===== src/rtl/alu_seq.sv =====
// alu_seq: sequential ALU with a valid/ready request and result handshake.
//   Single-cycle opcodes (ADD, SUB, AND, OR, XOR, SHL, SHR, SRA, MOV and 10-15)
//   show their result one cycle after accept. MUL runs an iterative shift-add,
//   one multiplier bit per cycle, for WIDTH cycles. The result and flags are
//   held in DONE until the consumer takes them, and read as 0 in any other state.
// Ports:
//   i_clk, i_rst_n        clock, asynchronous active-low reset
//   i_valid / o_ready     request handshake; o_ready is high only in IDLE
//   i_opcode              operation select
//   i_data1, i_data2      operands A and B (B is the shift amount for shifts)
//   o_valid / i_ready     result handshake
//   o_data, o_zero, o_neg, o_carry, o_ovf   result and flags
module alu_seq #(
  parameter int unsigned WIDTH = 16
) (
  input  logic             i_clk,
  input  logic             i_rst_n,
  input  logic             i_valid,
  output logic             o_ready,
  input  logic [3:0]       i_opcode,
  input  logic [WIDTH-1:0] i_data1,
  input  logic [WIDTH-1:0] i_data2,
  output logic             o_valid,
  output logic [WIDTH-1:0] o_data,
  output logic             o_zero,
  output logic             o_neg,
  output logic             o_carry,
  output logic             o_ovf,
  input  logic             i_ready
);

  localparam logic [3:0] OpAdd = 4'd0;
  localparam logic [3:0] OpSub = 4'd1;
  localparam logic [3:0] OpAnd = 4'd2;
  localparam logic [3:0] OpOr  = 4'd3;
  localparam logic [3:0] OpXor = 4'd4;
  localparam logic [3:0] OpShl = 4'd5;
  localparam logic [3:0] OpShr = 4'd6;
  localparam logic [3:0] OpSra = 4'd7;
  localparam logic [3:0] OpMov = 4'd8;
  localparam logic [3:0] OpMul = 4'd9;

  localparam int unsigned CntW = $clog2(WIDTH);
  localparam logic [CntW-1:0] CntLast = CntW'(WIDTH - 1);

  typedef enum logic [1:0] {StIdle, StBusy, StDone} state_e;

  state_e               state_q;
  logic [WIDTH-1:0]     a_q;
  logic [2*WIDTH-1:0]   prod_q;   // {partial sum, remaining multiplier bits}
  logic [CntW-1:0]      cnt_q;
  logic [WIDTH-1:0]     data_q;
  logic                 zero_q, neg_q, carry_q, ovf_q;

  // Single-cycle datapath, evaluated on the live inputs at accept time.
  logic [WIDTH:0]        add_w, sub_w, shl_w, shr_w;
  logic signed [WIDTH:0] sra_w;
  logic [WIDTH-1:0]      alu_res;
  logic                  alu_c, alu_v;

  always_comb begin
    add_w = {1'b0, i_data1} + {1'b0, i_data2};
    sub_w = {1'b0, i_data1} - {1'b0, i_data2};
    // One guard bit catches the last bit shifted out; large amounts fall out naturally.
    shl_w = {1'b0, i_data1} << i_data2;
    shr_w = {i_data1, 1'b0} >> i_data2;
    sra_w = $signed({i_data1, 1'b0}) >>> i_data2;
    alu_res = '0;
    alu_c   = 1'b0;
    alu_v   = 1'b0;
    case (i_opcode)
      OpAdd: begin
        alu_res = add_w[WIDTH-1:0];
        alu_c   = add_w[WIDTH];
        alu_v   = (i_data1[WIDTH-1] == i_data2[WIDTH-1]) &&
                  (add_w[WIDTH-1] != i_data1[WIDTH-1]);
      end
      OpSub: begin
        alu_res = sub_w[WIDTH-1:0];
        alu_c   = sub_w[WIDTH];  // borrow
        alu_v   = (i_data1[WIDTH-1] != i_data2[WIDTH-1]) &&
                  (sub_w[WIDTH-1] != i_data1[WIDTH-1]);
      end
      OpAnd: alu_res = i_data1 & i_data2;
      OpOr:  alu_res = i_data1 | i_data2;
      OpXor: alu_res = i_data1 ^ i_data2;
      OpShl: begin
        alu_res = shl_w[WIDTH-1:0];
        alu_c   = shl_w[WIDTH];
      end
      OpShr: begin
        alu_res = shr_w[WIDTH:1];
        alu_c   = shr_w[0];
      end
      OpSra: begin
        alu_res = sra_w[WIDTH:1];
        alu_c   = sra_w[0];
      end
      OpMov: alu_res = i_data2;
      default: ;
    endcase
  end

  // One shift-add step: add A to the upper half if the current multiplier bit is set.
  logic [WIDTH:0]       mul_sum;
  logic [2*WIDTH-1:0]   prod_d;

  always_comb begin
    mul_sum = {1'b0, prod_q[2*WIDTH-1:WIDTH]} +
              (prod_q[0] ? {1'b0, a_q} : {(WIDTH + 1){1'b0}});
    prod_d  = {mul_sum, prod_q[WIDTH-1:1]};
  end

  always_ff @(posedge i_clk or negedge i_rst_n) begin
    if (!i_rst_n) begin
      state_q <= StIdle;
      a_q     <= '0;
      prod_q  <= '0;
      cnt_q   <= '0;
      data_q  <= '0;
      zero_q  <= 1'b0;
      neg_q   <= 1'b0;
      carry_q <= 1'b0;
      ovf_q   <= 1'b0;
    end else begin
      unique case (state_q)
        StIdle: begin
          if (i_valid) begin
            if (i_opcode == OpMul) begin
              a_q     <= i_data1;
              prod_q  <= {{WIDTH{1'b0}}, i_data2};
              cnt_q   <= '0;
              state_q <= StBusy;
            end else begin
              data_q  <= alu_res;
              zero_q  <= (alu_res == '0);
              neg_q   <= alu_res[WIDTH-1];
              carry_q <= alu_c;
              ovf_q   <= alu_v;
              state_q <= StDone;
            end
          end
        end
        StBusy: begin
          prod_q <= prod_d;
          cnt_q  <= cnt_q + CntW'(1);
          if (cnt_q == CntLast) begin
            data_q  <= prod_d[WIDTH-1:0];
            zero_q  <= (prod_d[WIDTH-1:0] == '0);
            neg_q   <= prod_d[WIDTH-1];
            carry_q <= 1'b0;
            ovf_q   <= |prod_d[2*WIDTH-1:WIDTH];
            state_q <= StDone;
          end
        end
        StDone: begin
          if (i_ready) begin
            // Clearing here keeps the outputs at 0 whenever not in DONE.
            data_q  <= '0;
            zero_q  <= 1'b0;
            neg_q   <= 1'b0;
            carry_q <= 1'b0;
            ovf_q   <= 1'b0;
            state_q <= StIdle;
          end
        end
        default: state_q <= StIdle;
      endcase
    end
  end

  assign o_ready = (state_q == StIdle);
  assign o_valid = (state_q == StDone);
  assign o_data  = data_q;
  assign o_zero  = zero_q;
  assign o_neg   = neg_q;
  assign o_carry = carry_q;
  assign o_ovf   = ovf_q;

endmodule


===== config.mk =====
export PLATFORM = sky130hd
export DESIGN_NAME = alu_seq
export DESIGN_NICKNAME = d
export VERILOG_FILES = /design/src/rtl/alu_seq.sv
export SDC_FILE = /design/constraint.sdc
export NUM_CORES = 1
export LEC_CHECK = 0
export BUFFER_PORTS_ARGS = -buffer_cell sky130_fd_sc_hd__buf_2
export CORE_MARGIN = 10
export CORE_UTILIZATION = 61
export CTS_CLUSTER_DIAMETER = 100
export CTS_CLUSTER_SIZE = 28
export DETAILED_ROUTE_END_ITERATION = 10
export PLACE_DENSITY = 0.82
export SETUP_SLACK_MARGIN = 0.05
export SYNTH_ARGS = -nofsm -noshare
export SYNTH_HDL_FRONTEND = slang
export SYNTH_SLANG_ARGS = --single-unit
export TNS_END_PERCENT = 5

===== constraint.sdc =====
create_clock -name i_clk -period 6.6 [get_ports i_clk]
set_input_delay 0.66 -clock i_clk [delete_from_list [all_inputs] [get_ports i_clk]]
set_output_delay 0.66 -clock i_clk [all_outputs]
set_load 0.05 [all_outputs]

==> summary.md <==
| Metric | Value |
|---|---|
| Placed insts | 1,344 |
| Root buffer cell | clkbuf_16 |
| Highest Signal Layer | met4 |
| Relative slew slack | 0.181 |
| Share of layout cells above drive strength 1 | 0.117 |
| Met2 Wirelength | 15,700 µm |
| Final Max Slew Viols | 0 |
| CTS Sinks | 73 |
| Antenna violations before repair | 0 |
| Slowest Stage Delay on Critical Path | 0.75 ns |
| WL met3 | 4440 µm |
| Design Power | 2.35 mW |
| Num CTS Buffers | 9 |
| CP Class | primary input to flop |
| Routability congestion estimate | 1.07 |
| Leak | 4.33 nW |
| Largest net degree at the start of global routing | 74 |
| Hold/Removal Path Class | primary input to asynchronous set/reset pin |
| Vias in the first global route | 9,344 |
| Via count | 9,912 |
| Hpwl dp | 27,500 µm |
| Post-Syn Nets | 1,283 |
| Maximum clock frequency | 0.223 GHz |
| Synth unique cells | 89 |
| Critical path arrival | 4.71 ns |
| Slew @ Worst Pin | 1.23 ns |
| Routed len/inst | 26.8 µm |
| H-tree levels | 3 |
| Clock skew | 0.0105 ns |
| CP Buf/Inv Count | 2 |
| Outcome | finished clean |
| Max Cap Violations | 0 |
| Cell Rows | 44 |
| CTS max path bufs | 2 |
| PortBufs | 61 |
| Required time worst endpoint | 6.83 ns |
| Clock latency on the worst-skew pair | 0.34 ns |
| IO Count | 62 |
| Fin crit period | 4.48 ns |
| Dpl cell area | 0.00930 mm² |
| Element type at the critical path start | primary input |
| CP max FO | 45 |
| DRT Wirelength | 36,500 µm |
| Hold Buf Count CTS | 0 |
| Area Overhead vs Synth | 6.13% |
| Global Route Usage Sum | 0.353 |
| Yosys reg bits | 73 |
| Chip width | 142 µm |
| Worst-path clk slew | 0.06 ns |
| Most common cell on crit path | o211ai_1 |
| CP Capture Type | flop |
| Diodes inserted | 0 |
| First-pass GRT wire length | 55,300 µm |
| CP top delay family | compound AO/OA/AOI/OAI gates |
| Synth Flop Type | dfrtp_1 |
| VDD IR-drop max | 0.000167 V |
| Die area | 0.0201 mm² |
| GRT Residual Overflow | 0 |
| Final Hold Vio Count | 0 |
| Post-Route M1 WL | 13,200 µm |
| Initial drt markers | 1,285 |
| Share of async-settable or async-resettable flops after synthesis | 1.00 |
| Die H | 142 µm |
| Post-synth EDFFs | 0 |
| Reg2reg path depth | 12 |
| Tcrit/Tclk final | 0.679 |
| Synth Instances | 1,171 |
| Design area | 0.00957 mm² |
| Area of the core | 0.0145 mm² |
| Post-CTS Setup Repair Bufs | 0 |
| CTS tree | done |
| Antenna Nets Post-Route | 0 |
| Pwr/cell area | 245 mW/mm² |
| RSZ-0062 raised after global routing | no |
| Synthesized cell area | 0.00902 mm² |
| Setup TNS | 0 ns |
| Sequential share of the synthesized area | 0.202 |
| Vias per cell | 7.29 |
| # resized after CTS | 0 |
| Drt pass-1 iters | 5 |
| Critical-path top delay cell | buf_2 |
| Final nets | 1,283 |
| Yosys warnings | 0 |
| Post-route DRC | 0 |
| Fin cells | 1,360 |
| Avg Synthesized Cell Area | 7.70 µm² |
| CP Cell Sequence | buf_2, inv_2, ha_1, or2_1, a221oi_2, o211ai_1, a311oi_1, o21bai_1, a221o_1, a21boi_1, o211ai_1, o21a_1 |
| Stages on worst setup path | 12 |
| Initial Util | 0.621 |
| Setup violators final | 0 |
logic make-up (layout without fill, tap and decap cells):
| family | Yosys count | after routing | synth area share |
|---|---|---|---|
| compound gates | 399 | 399 | 0.297 |
| xor+xnor | 21 | 21 | 0.0204 |
| fa+ha+maj | 72 | 72 | 0.102 |
| buf+inv | 140 | 145 | 0.0626 |
| flops | 73 | 73 | 0.202 |
| mux | 73 | 73 | 0.104 |
| simple gates | 393 | 393 | 0.211 |
through the flow:
step                setup WS, ns  utilization  hold WS [ns]
floorplan                   3.08            -         0.364
global placement            2.00        0.640         0.451
detailed placement          2.04        0.640         0.459
CTS                         2.32        0.659         0.478
global route                1.91        0.659         0.505
finish                      2.12        0.659         0.437
placed cells by master (no fill, tap or decap), drive strengths merged, types with 30 or more instances in the layout:
cell type  Yosys  layout
a21oi         53      53
buf           23      72
dfrtp         73      73
ha            69      69
inv           56      57
mux2i         36      36
nand2        138     138
nor2          86      86
nor3          30      30
o21ai        111     111
where the power goes:
| group | switching, mW | leakage [nW] | internal (mW) |
|---|---|---|---|
| Sequential | 0.104 | 0.969 | 0.581 |
| Clock | 0.199 | 0.133 | 0.256 |
| Combinational | 0.846 | 3.23 | 0.364 |
cell type report:
type	count	area (µm²)
multi-input combinational	958	6640
fill	1220	4960
sequential	73	1830
timing repair buffer	72	390
tap	184	230
clock buffer	10	229
inverter	57	214
clock inverter	6	43.8
worst register-to-register path: stages, from the launching register on:
cell	delay, ns
dfrtp_1	0.54
and2_1	0.23
ha_1	0.22
fa_1	0.43
a211o_1	0.29
a21oi_1	0.25
o21bai_1	0.15
o21ai_0	0.18
a21oi_1	0.11
or4_1	0.53
nor4_1	0.39
nand4b_1	0.31
a41o_1	0.33
cells in the mapped netlist, drive strengths merged (11+ instances only):
library cell / count / area, µm²
nand2: 138 / 518
o21ai: 111 / 556
nor2: 86 / 323
dfrtp: 73 / 1830
ha: 69 / 863
clkbuf: 60 / 225
inv: 56 / 210
a21oi: 53 / 265
mux2i: 36 / 360
nor3: 30 / 150
nand3: 29 / 145
buf: 23 / 125
mux2: 23 / 259
o22ai: 21 / 131
o21a: 20 / 150
a211oi: 18 / 140
a21o: 18 / 136
a31oi: 18 / 113
and2: 18 / 113
o211ai: 18 / 135
a22o: 16 / 141
nand2b: 15 / 93.8
mux4: 14 / 315
nand4: 13 / 81.3
o31ai: 13 / 97.6
xnor2: 13 / 114
nor2b: 12 / 75.1
nor4: 11 / 98.8
state kept, by name, indices dropped and copies added, names as in the netlist:
name / cells
cnt_q: 4
o_data: 16
o_carry: 1
prod_q: 32
o_ovf: 1
a_q: 16
state_q: 2
o_zero: 1
routing by layer:
layer / track usage / vias up
met2: 0.536 / 723
met4: 0.253 / 0
met5: 0 / -
li1: - / 4354
met3: 0.0878 / 189
met1: 0.428 / 4646
final timing paths:
check	end	startpoint	slack, ns
setup / recovery	o_data[14]	i_data2[2]	2.12
hold / removal	prod_q[24]	i_rst_n	0.44
setup reg to reg	o_ovf	prod_q[0]	2.51
hold reg to reg	o_data[3]	o_data[3]	0.47
max in group asynchronous	o_data[8]	i_rst_n	5.56
min in group i_clk	o_data[3]	o_data[3]	0.47
Note: power is estimated with default switching activity, not from simulation.
